===== src/rtl/call_request_unit.sv =====
// Purpose: debounce four floor-call switches, track pending/issued floor calls and offer the nearest one.
// Latency: switch edge -> debounced 2+DB_CYCLES cycles; debounced rise -> pending 1 cycle; pending -> req_valid 1 cycle.
// Backpressure: an offer holds req_floor stable until req_ready accepts it or a serve of that floor withdraws it.
module call_request_unit #(
  parameter int unsigned DB_CYCLES = 1000000
) (
  input  logic       clk,
  input  logic       rst_n,
  input  logic [3:0] SW,
  input  logic [1:0] cur_floor,
  input  logic       serve_valid,
  input  logic [1:0] serve_floor,
  output logic       req_valid,
  output logic [1:0] req_floor,
  input  logic       req_ready,
  output logic [7:0] LED
);

  localparam int unsigned   CW      = $clog2(DB_CYCLES + 1);
  localparam logic [CW-1:0] CNT_MAX = CW'(DB_CYCLES - 1);
  localparam logic [CW-1:0] CNT_ONE = CW'(1);

  typedef enum logic {
    ST_IDLE  = 1'b0,
    ST_OFFER = 1'b1
  } state_t;

  // Switch synchronizer and debounce state
  logic [3:0]    r_sync1;
  logic [3:0]    r_sync2;
  logic [3:0]    r_db;
  logic [3:0]    r_db_d;
  logic [CW-1:0] r_cnt [4];

  // Request tracking
  logic [3:0] r_pending;
  logic [3:0] r_issued;

  // Offer FSM
  state_t     r_state;
  logic       r_req_valid;
  logic [1:0] r_req_floor;

  // Combinational helpers
  logic [3:0] w_rise;
  logic [3:0] w_clr;
  logic [3:0] w_iss_set;
  logic [3:0] w_cand;
  logic       w_withdraw;
  logic       w_accept;
  logic       w_found;
  logic [1:0] w_best;
  logic [1:0] w_best_dist;
  logic [1:0] w_dist;

  // Two-flop synchronizer on the raw switches
  always_ff @(posedge clk) begin
    if (!rst_n) begin
      r_sync1 <= '0;
      r_sync2 <= '0;
    end else begin
      r_sync1 <= SW;
      r_sync2 <= r_sync1;
    end
  end

  // Per-bit debounce: the debounced value flips only after DB_CYCLES consecutive disagreeing cycles
  always_ff @(posedge clk) begin
    if (!rst_n) begin
      r_db   <= '0;
      r_db_d <= '0;
      for (int i = 0; i < 4; i++) begin
        r_cnt[i] <= '0;
      end
    end else begin
      r_db_d <= r_db;
      for (int i = 0; i < 4; i++) begin
        if (r_sync2[i] == r_db[i]) begin
          r_cnt[i] <= '0;
        end else if (r_cnt[i] == CNT_MAX) begin
          r_cnt[i] <= '0;
          r_db[i]  <= ~r_db[i];
        end else begin
          r_cnt[i] <= r_cnt[i] + CNT_ONE;
        end
      end
    end
  end

  // Only a debounced 0->1 edge registers a call; releases and held levels are ignored
  assign w_rise = r_db & ~r_db_d;

  // A serve pulse clears its floor; an accepted offer marks its floor issued
  assign w_clr      = serve_valid ? (4'b0001 << serve_floor) : 4'b0000;
  assign w_withdraw = r_req_valid && serve_valid && (serve_floor == r_req_floor);
  assign w_accept   = r_req_valid && req_ready && !w_withdraw;
  assign w_iss_set  = w_accept ? (4'b0001 << r_req_floor) : 4'b0000;

  // Nearest-floor pick among unissued pending calls; strict compare in ascending order favours the lower floor on ties.
  // Floors being served this cycle are excluded so an offer never starts for a floor about to be cleared.
  always_comb begin
    w_cand      = r_pending & ~r_issued & ~w_clr;
    w_found     = 1'b0;
    w_best      = 2'd0;
    w_best_dist = 2'd3;
    w_dist      = 2'd0;
    for (int f = 0; f < 4; f++) begin
      w_dist = (2'(f) >= cur_floor) ? (2'(f) - cur_floor) : (cur_floor - 2'(f));
      if (w_cand[f] && (!w_found || (w_dist < w_best_dist))) begin
        w_found     = 1'b1;
        w_best      = 2'(f);
        w_best_dist = w_dist;
      end
    end
  end

  // Pending/issued bookkeeping: a new press beats a same-cycle serve for pending, while issued always clears on serve
  always_ff @(posedge clk) begin
    if (!rst_n) begin
      r_pending <= '0;
      r_issued  <= '0;
    end else begin
      r_pending <= (r_pending & ~w_clr) | w_rise;
      r_issued  <= (r_issued | w_iss_set) & ~w_clr;
    end
  end

  // Offer FSM: latch the chosen floor in IDLE, hold it in OFFER until accepted or withdrawn
  always_ff @(posedge clk) begin
    if (!rst_n) begin
      r_state     <= ST_IDLE;
      r_req_valid <= 1'b0;
      r_req_floor <= 2'd0;
    end else begin
      case (r_state)
        ST_IDLE: begin
          if (w_found) begin
            r_state     <= ST_OFFER;
            r_req_valid <= 1'b1;
            r_req_floor <= w_best;
          end
        end
        ST_OFFER: begin
          if (w_withdraw || w_accept) begin
            r_state     <= ST_IDLE;
            r_req_valid <= 1'b0;
          end
        end
        default: begin
          r_state     <= ST_IDLE;
          r_req_valid <= 1'b0;
        end
      endcase
    end
  end

  assign req_valid = r_req_valid;
  assign req_floor = r_req_floor;
  assign LED       = {r_issued, r_pending};

endmodule


===== config.mk =====
export PLATFORM = sky130hd
export DESIGN_NAME = call_request_unit
export DESIGN_NICKNAME = d
export VERILOG_FILES = /design/src/rtl/call_request_unit.sv
export SDC_FILE = /design/constraint.sdc
export NUM_CORES = 1
export LEC_CHECK = 0
export ABC_AREA = 1
export CAP_MARGIN = 20
export CORE_MARGIN = 2
export CORE_UTILIZATION = 39
export CTS_CLUSTER_SIZE = 16
export DETAILED_ROUTE_END_ITERATION = 10
export MAX_ROUTING_LAYER = met4
export PLACE_DENSITY_LB_ADDON = 0.3
export RECOVER_POWER = 50
export SYNTH_ARGS = -nofsm -noshare
export SYNTH_HDL_FRONTEND = slang
export SYNTH_SLANG_ARGS = --single-unit

===== constraint.sdc =====
create_clock -name clk -period 6.1 [get_ports clk]
set_input_delay 1.83 -clock clk [delete_from_list [all_inputs] [get_ports clk]]
set_output_delay 1.83 -clock clk [all_outputs]
set_load 0.02 [all_outputs]

==> results.md, run 1 <==
* Min Tclk post-route at about 4.6 ns
* # diodes at 0
* Total GRT Usage at 0.136
* Seq cells post-synth at approximately 110
* Post-synth EDFFs at 80
* Maximum net fanout on the critical path at 7
* Worst skew pair latency at ~0.34 ns
* I/O pins at 23
* First-pass GRT wire length at 17.2 mm
* Power Dens Cells at about 220 nW/um^2
* R2R Path Start: r_cnt[3][0]
* Final cell count without fillers at 946
* Drt pass-1 iters at 5
* Sw frac at 0.215
* Vias at ~4300
* HP Start: r_sync1[3]
* Sequential element share of the synthesized area at 0.526
* Largest net degree at the start of global routing at 25
* Reg2Reg Setup Slack at 3.62 ns
* Max-slew violations at 0
* Slew HR at 0.405
* Worst Path Buf+Inv at 2
* Clk root buf: clkbuf_16
* Asr flop ratio synth at 0
* Fraction of layout cells with a size suffix above 1 at 0.0705
* CTS tree: built
* Cell Area, Synth at between 5000 and 6000 um^2
* # setup viols final at 0
* DIE WIDTH at between 100 and 150 um
* DR WL/cell at around 10 um
* CTS resizes at 0
* Sequential Power Share at 0.559
* Hold crit path type: register to register
* Clk network pwr share at 0.394
* Clock tree buffer depth at 2
* Main synth FF type: edfxtp_1
* Mean Syn Cell Area at roughly 8.6 um^2
* Die area at roughly 15000 um^2
* Most common cell on crit path: nand2_1
* Period utilization at 0.755
* Worst slack, placed at 1.19 ns
* CTS Sinks at 108
* Final Skew at 0.00611 ns
* Total CTS buffers at 9
* Setup TNS at 0 ns
* YS warnings at 0
* # hold bufs at CTS at 0
* DP Wirelength at 7.21 mm
* VDD IR-drop max at 132 uV
* Nets at 783
* Cells after synthesis at between 600 and 700
* Slowest-stage cell, CP: clkdlybuf4s50_1
* Drt initial violations at between 200 and 300
* Worst slew pin tran at 0.890 ns
* Leakage at 2.76 nW
* GRT Residual Overflow at 0
* Die H at 124 um
* Crit-path leading delay family: simple AND/OR/NAND/NOR gates
* Tot Pwr at 1.49 mW
* RSZ-0062 raised after global routing: no
* GR Layer Usage met1 at 0.190
* Initial antenna violation count at 0
* Setup CP Type: input pin to register
* Met3 Usage GRT at 0.0237
* Comb power frac at 0.047
* Site row count at 43
* Reg clk slew, reported paths at 0.07 ns
* Fin. Hold Viols at 0
* Worst setup SP type: input pin
* Grt met2 use at 0.196
* Initial Util at 0.403
* Via density per instance at approximately 4.6
* Max Freq at around 220 MHz
* Routed WL at 9.69 mm
* # DRC at 0
* Crit end category: register
* GRT busiest layer: met2
* Worst stage delay on the critical path at 0.61 ns
* Area grow syn2layout at 18.2%
* Req. time, crit path at 6.33 ns
* Post-DRT Antenna Nets at 0
* Critical path, cell by cell: clkdlybuf4s50_1 -> inv_1 -> ha_1 -> nor2_1 -> a21oi_1 -> nand2_1 -> nand3_1 -> o21ai_0 -> ha_1 -> nand2_1 -> nand2_1 -> nand2_1 -> nand2_1 -> nand2_1 -> o21ai_1 -> ha_1 -> nand2_1 -> nand2_1 -> nand2_1 -> a21oi_1 -> nor2_1
* H-tree depth at 3
* PortBufs at 22
* Max Cap Violations at 0
* Sw power at 0.321 mW
* CP Launch Point: cur_floor[0]
* Vias in the first global route at 3919
* Distinct cells, synth at 40
* Core Box Area at approximately 14000 um^2
* Placed Cells at 930
* Final worst slack at 1.50 ns
* CP arrival at about 4.8 ns
* Postcts setup bufs at 0
* Status: finished clean
* GP Congestion at 0.824
* Internal Power at between 1 and 1.5 mW
-- cell usage in the layout (no fill, tap or decap), drive strengths merged --
master and instances:
a211oi 4, a21boi 1, a21oi 50, a221oi 1, a31oi 3, a41oi 1
and3 1, clkbuf 14, clkdlybuf4s50 9, clkinv 2, clkinvlp 1, conb 80
dfxtp 28, dlygate4sd3 13, edfxtp 80, ha 10, inv 114, nand2 110
nand3 37, nand4 19, nor2 90, nor3 27, nor3b 13, nor4 7
o2111ai 1, o21a 7, o21ai 29, o22ai 2, or2 1, xnor2 4
xor2 7
-- stage by stage --
step,hold WS (ns),util,instance area [um^2]
after floorplan,0.390,-,5930
after global placement,0.395,0.454,6360
after detailed placement,0.401,0.454,6360
after CTS,0.417,0.476,6660
after global routing,0.453,0.476,6660
final,0.415,0.476,6660
-- state kept, by name, summed over array words and instances, names as in the netlist --
register and cells:
r_pending 4, r_db_d 4, r_db 4, req_valid 1
r_state 1, req_floor 2, r_cnt 80, r_issued 4
r_sync2 4, r_sync1 4
-- worst register-to-register path, cell delays in order, from the launching register on --
cell and delay (ns):
edfxtp_1 0.39, ha_1 0.18, nand2_1 0.09, nor3_1 0.27, inv_2 0.09, nor4_1 0.38, inv_2 0.06, nand2_1 0.44
inv_2 0.16, o21ai_0 0.11, a21oi_1 0.06
-- routing by layer --
| metal | wire [um] | part of all wire | vias up |
|---|---|---|---|
| met3 | 320 | 0.033 | 10 |
| met4 | 125 | 0.013 | 0 |
| met2 | 4080 | 0.42 | 58 |
| met1 | 5170 | 0.53 | 1940 |
| met5 | 0 | 0 | - |
| li1 | - | - | 2321 |
-- cell usage after synthesis, drive strengths merged (2+ instances only) --
| cell | count | area (um^2) |
|---|---|---|
| a31oi | 3 | 18.8 |
| edfxtp | 80 | 2400 |
| nor2 | 90 | 385 |
| ha | 10 | 125 |
| nand4 | 19 | 119 |
| o22ai | 2 | 12.5 |
| clkbuf | 5 | 18.8 |
| nor3b | 13 | 103 |
| o21a | 7 | 52.6 |
| xnor2 | 4 | 35.0 |
| inv | 113 | 424 |
| a211oi | 4 | 30.0 |
| clkinv | 2 | 7.51 |
| a21oi | 50 | 254 |
| nand2 | 110 | 415 |
| o21ai | 29 | 145 |
| nor4 | 7 | 50.1 |
| dfxtp | 28 | 561 |
| xor2 | 7 | 61.3 |
| nor3 | 27 | 150 |
| nand3 | 37 | 213 |
-- layout make-up --
class                           instances  area (um^2)
Clock inverter                          2         13.8
Sequential cell                       108         2960
Multi-Input combinational cell        505         2520
Fill cell                            1372         7330
Tap cell                              180          225
Timing Repair Buffer                   22          220
Inverter                              115          432
Clock buffer                           14          293
-- logic make-up (layout without fill, tap and decap cells) --
logic type | after synthesis | after routing | share of synthesized area
AND/OR/NAND/NOR | 305 | 305 | 0.257
buffers and inverters | 121 | 153 | 0.0808
flip-flops | 108 | 108 | 0.526
AO/OA/AOI/OAI | 99 | 99 | 0.0970
XOR/XNOR | 11 | 11 | 0.0171
adder cells (fa/ha/maj) | 10 | 10 | 0.0222
other | 1 | 80 | 0.000665
-- power groups by stage --
stage,sequential (mW),clock (mW),combinational [mW]
2_1_floorplan,0.844,0,0.0511
3_3_place_gp,0.850,0,0.0680
3_5_place_dp,0.850,0,0.0688
4_1_cts,0.834,0.608,0.0692
5_1_grt,0.838,0.638,0.0825
6_report,0.834,0.587,0.0696
-- worst paths after layout --
kind,end,cells past startpoint
worst max-delay path,req_floor[1],21
worst min-delay path,r_sync2[3],2
worst min register to register,r_sync2[3],2
worst max register to register,r_cnt[3][14],10
Note: power is estimated with default switching activity, not from simulation.
==> run 2, diff against run 1 <==
Clock period 6.1 ns to 4.3 ns, I/O delays scaled along.
==> results.md, run 2 (synthesized netlist as in run 1, its figures left out) <==
* Status: finished clean (unchanged)
* CP arrival at 4.01 ns (was 4.84 ns)
* VDD IR-drop max at 209 uV (was 132 uV)
* Sw frac at 0.215 (about the same)
* # DRC at 0 (unchanged)
* Setup CP Type: input pin to register (unchanged)
* Postcts setup bufs at 0 (unchanged)
* Period utilization at 0.878
* PortBufs at 22 (unchanged)
* Worst slew pin tran at 0.689 ns (was 0.890 ns)
* Critical path, cell by cell: clkdlybuf4s50_1 -> inv_2 -> ha_1 -> inv_1 -> nand2_1 -> nand2_1 -> nand4_1 -> nand3_1 -> o21ai_0 -> ha_1 -> nand2_1 -> nand2_1 -> nand2_1 -> nand2_1 -> nand2_1 -> o21ai_1 -> ha_1 -> nand2_1 -> nand2_1 -> nand2_1 -> a21oi_1 -> nor2_1 (was clkdlybuf4s50_1 -> inv_1 -> ha_1 -> nor2_1 -> a21oi_1 -> nand2_1 -> nand3_1 -> o21ai_0 -> ha_1 -> nand2_1 -> nand2_1 -> nand2_1 -> nand2_1 -> nand2_1 -> o21ai_1 -> ha_1 -> nand2_1 -> nand2_1 -> nand2_1 -> a21oi_1 -> nor2_1)
* Leakage at 2.75 nW (was 2.76 nW)
* Final Skew at 0.0115 ns (was 0.00611 ns)
* # setup viols final at 0 (unchanged)
* Nets at 785 (was 783)
* Total GRT Usage at 0.138 (was 0.136)
* Fin. Hold Viols at 0 (unchanged)
* Initial antenna violation count at 0 (unchanged)
* Comb power frac at 0.047 (about the same)
* Sw power at 0.449 mW (was 0.321 mW)
* Max reg flops at 80 (unchanged)
* Min Tclk post-route at ~3.8 ns
* Maximum net fanout on the critical path at 5 (was 7)
* GRT Residual Overflow at 0 (unchanged)
* CTS resizes at 0 (unchanged)
* I/O pins at 23 (unchanged)
* Total CTS buffers at 9 (unchanged)
* RSZ-0062 raised after global routing: no (unchanged)
* Fraction of layout cells with a size suffix above 1 at 0.0651 (was 0.0705)
* Final worst slack at 0.525 ns (was 1.50 ns)
* Die H at 124 um (unchanged)
* Reg clk slew, reported paths at 0.07 ns (about the same)
* Post-DRT Antenna Nets at 0 (unchanged)
* Max-slew violations at 0 (unchanged)
* Slowest-stage cell, CP: clkdlybuf4s50_1 (unchanged)
* Clk root buf: clkbuf_16 (unchanged)
* Die area at 15400 um^2 (unchanged)
* Worst stage delay on the critical path at 0.52 ns (was 0.61 ns)
* H-tree depth at 3 (unchanged)
* # diodes at 0 (unchanged)
* Req. time, crit path at 4.54 ns (was 6.33 ns)
* DR WL/cell at 10.2 um (about the same)
* Max Cap Violations at 0 (unchanged)
* Clock tree buffer depth at 2 (unchanged)
* CTS Sinks at 108 (unchanged)
* DP Wirelength at 7.13 mm (was 7.21 mm)
* Most common cell on crit path: nand2_1 (unchanged)
* Via density per instance at 4.52 (was 4.58)
* Power Dens Cells at 314 nW/um^2 (was 224 nW/um^2)
* Initial Util at 0.403 (unchanged)
* Drt initial violations at 259 (was 274)
* CTS tree: built (unchanged)
* Worst setup SP type: input pin (unchanged)
* Commonest non-fill, non-tap cell in the layout: nand2_1 (unchanged)
* Max Freq at 265 MHz
* Largest net degree at the start of global routing at 20 (was 25)
* Crit end category: register (unchanged)
* DIE WIDTH at 124 um (unchanged)
* Highest-count cells in the layout ignoring fill and taps: 109 x nand2_1, 98 x inv_1, 80 x edfxtp_1, 80 x conb_1, 79 x nor2_1 (unchanged)
* Internal Power at 1.64 mW (was 1.17 mW)
* Sequential Power Share at 0.566 (was 0.559)
* Vias at 4286 (was 4329)
* Area grow syn2layout at 17.9% (was 18.2%)
* Routed WL at 9.65 mm (was 9.69 mm)
* Core Box Area at 14000 um^2 (unchanged)
* Setup TNS at 0 ns (unchanged)
* Site row count at 43 (unchanged)
* Clk network pwr share at 0.387 (was 0.394)
* Worst skew pair latency at 0.35 ns (was 0.34 ns)
* Most flop-heavy register: r_cnt (unchanged)
* Worst slack, placed at 0.180 ns (was 1.19 ns)
* Slew HR at 0.540 (was 0.405)
* Hold crit path type: register to register (unchanged)
* Vias in the first global route at 3968 (was 3919)
* GP Congestion at 0.841 (was 0.824)
* Drt pass-1 iters at 4 (was 5)
* # hold bufs at CTS at 0 (unchanged)
* First-pass GRT wire length at 17.3 mm (was 17.2 mm)
run 2: changes by cell type in the layout (fill, tap and decap cells not counted):
cell,change
clkbuf_1,+6
clkbuf_4,-2
clkbuf_8,-2
buf_4,+1
bufinv_16,+1
clkbuf_16,-1
clkinvlp_4,-1
run 2: final cells by class:
cell class	count	area, um^2
Sequential cell	108	2960
Fill cell	1397	7340
Tap cell	180	225
Multi-Input combinational cell	505	2520
Clock buffer	14	244
Inverter	115	432
Timing Repair Buffer	24	231
Clock inverter	2	36.3
run 2: metal layers:
layer | routed length [um] | global-route usage
met3 | 304 | 0.0224
met5 | 0 | -
met1 | 5200 | 0.190
met2 | 3930 | 0.199
met4 | 214 | 0.0654
run 2: worst paths after layout:
kind,startpoint,endpoint,cells past startpoint,slack (ns)
worst min register to register,r_db_d[2],r_pending[2],1,0.40
worst max-delay path,cur_floor[1],req_floor[1],22,0.52
worst max register to register,r_cnt[3][0],r_cnt[3][10],10,1.78
worst min-delay path,r_db_d[2],r_pending[2],1,0.40
run 2: metrics by stage:
stage               total power [mW]   util  hold WS [ns]  area, um^2  std cells
finish                          2.09  0.475         0.400        6650        948
global placement                1.30  0.455         0.401        6370        932
global route                    2.19  0.475         0.447        6650        948
detailed placement              1.30  0.455         0.402        6370        932
floorplan                       1.27      -         0.390        5930        734
CTS                             2.12  0.475         0.410        6650        948
run 2: critical path: cells and delay by family:
family	cells	cell delay [ns]
AND/OR/NAND/NOR	13	0.83
AO/OA/AOI/OAI	3	0.44
adder cells (fa/ha/maj)	3	0.82
buffers and inverters	3	0.63
run 2: power groups by stage:
| stage | Combinational [mW] | Sequential [mW] | Clock (mW) |
|---|---|---|---|
| 3_5_place_dp | 0.0988 | 1.21 | 0 |
| 2_1_floorplan | 0.0725 | 1.20 | 0 |
| 6_report | 0.0992 | 1.18 | 0.808 |
| 3_3_place_gp | 0.0982 | 1.21 | 0 |
| 5_1_grt | 0.119 | 1.19 | 0.878 |
| 4_1_cts | 0.0994 | 1.18 | 0.835 |
==> run 3, diff against run 2 <==
Settings changed: CAP_MARGIN 20 to not set.
==> results of run 3 <==
No change in the layout: final DEF, timing and power equal those of run 2.
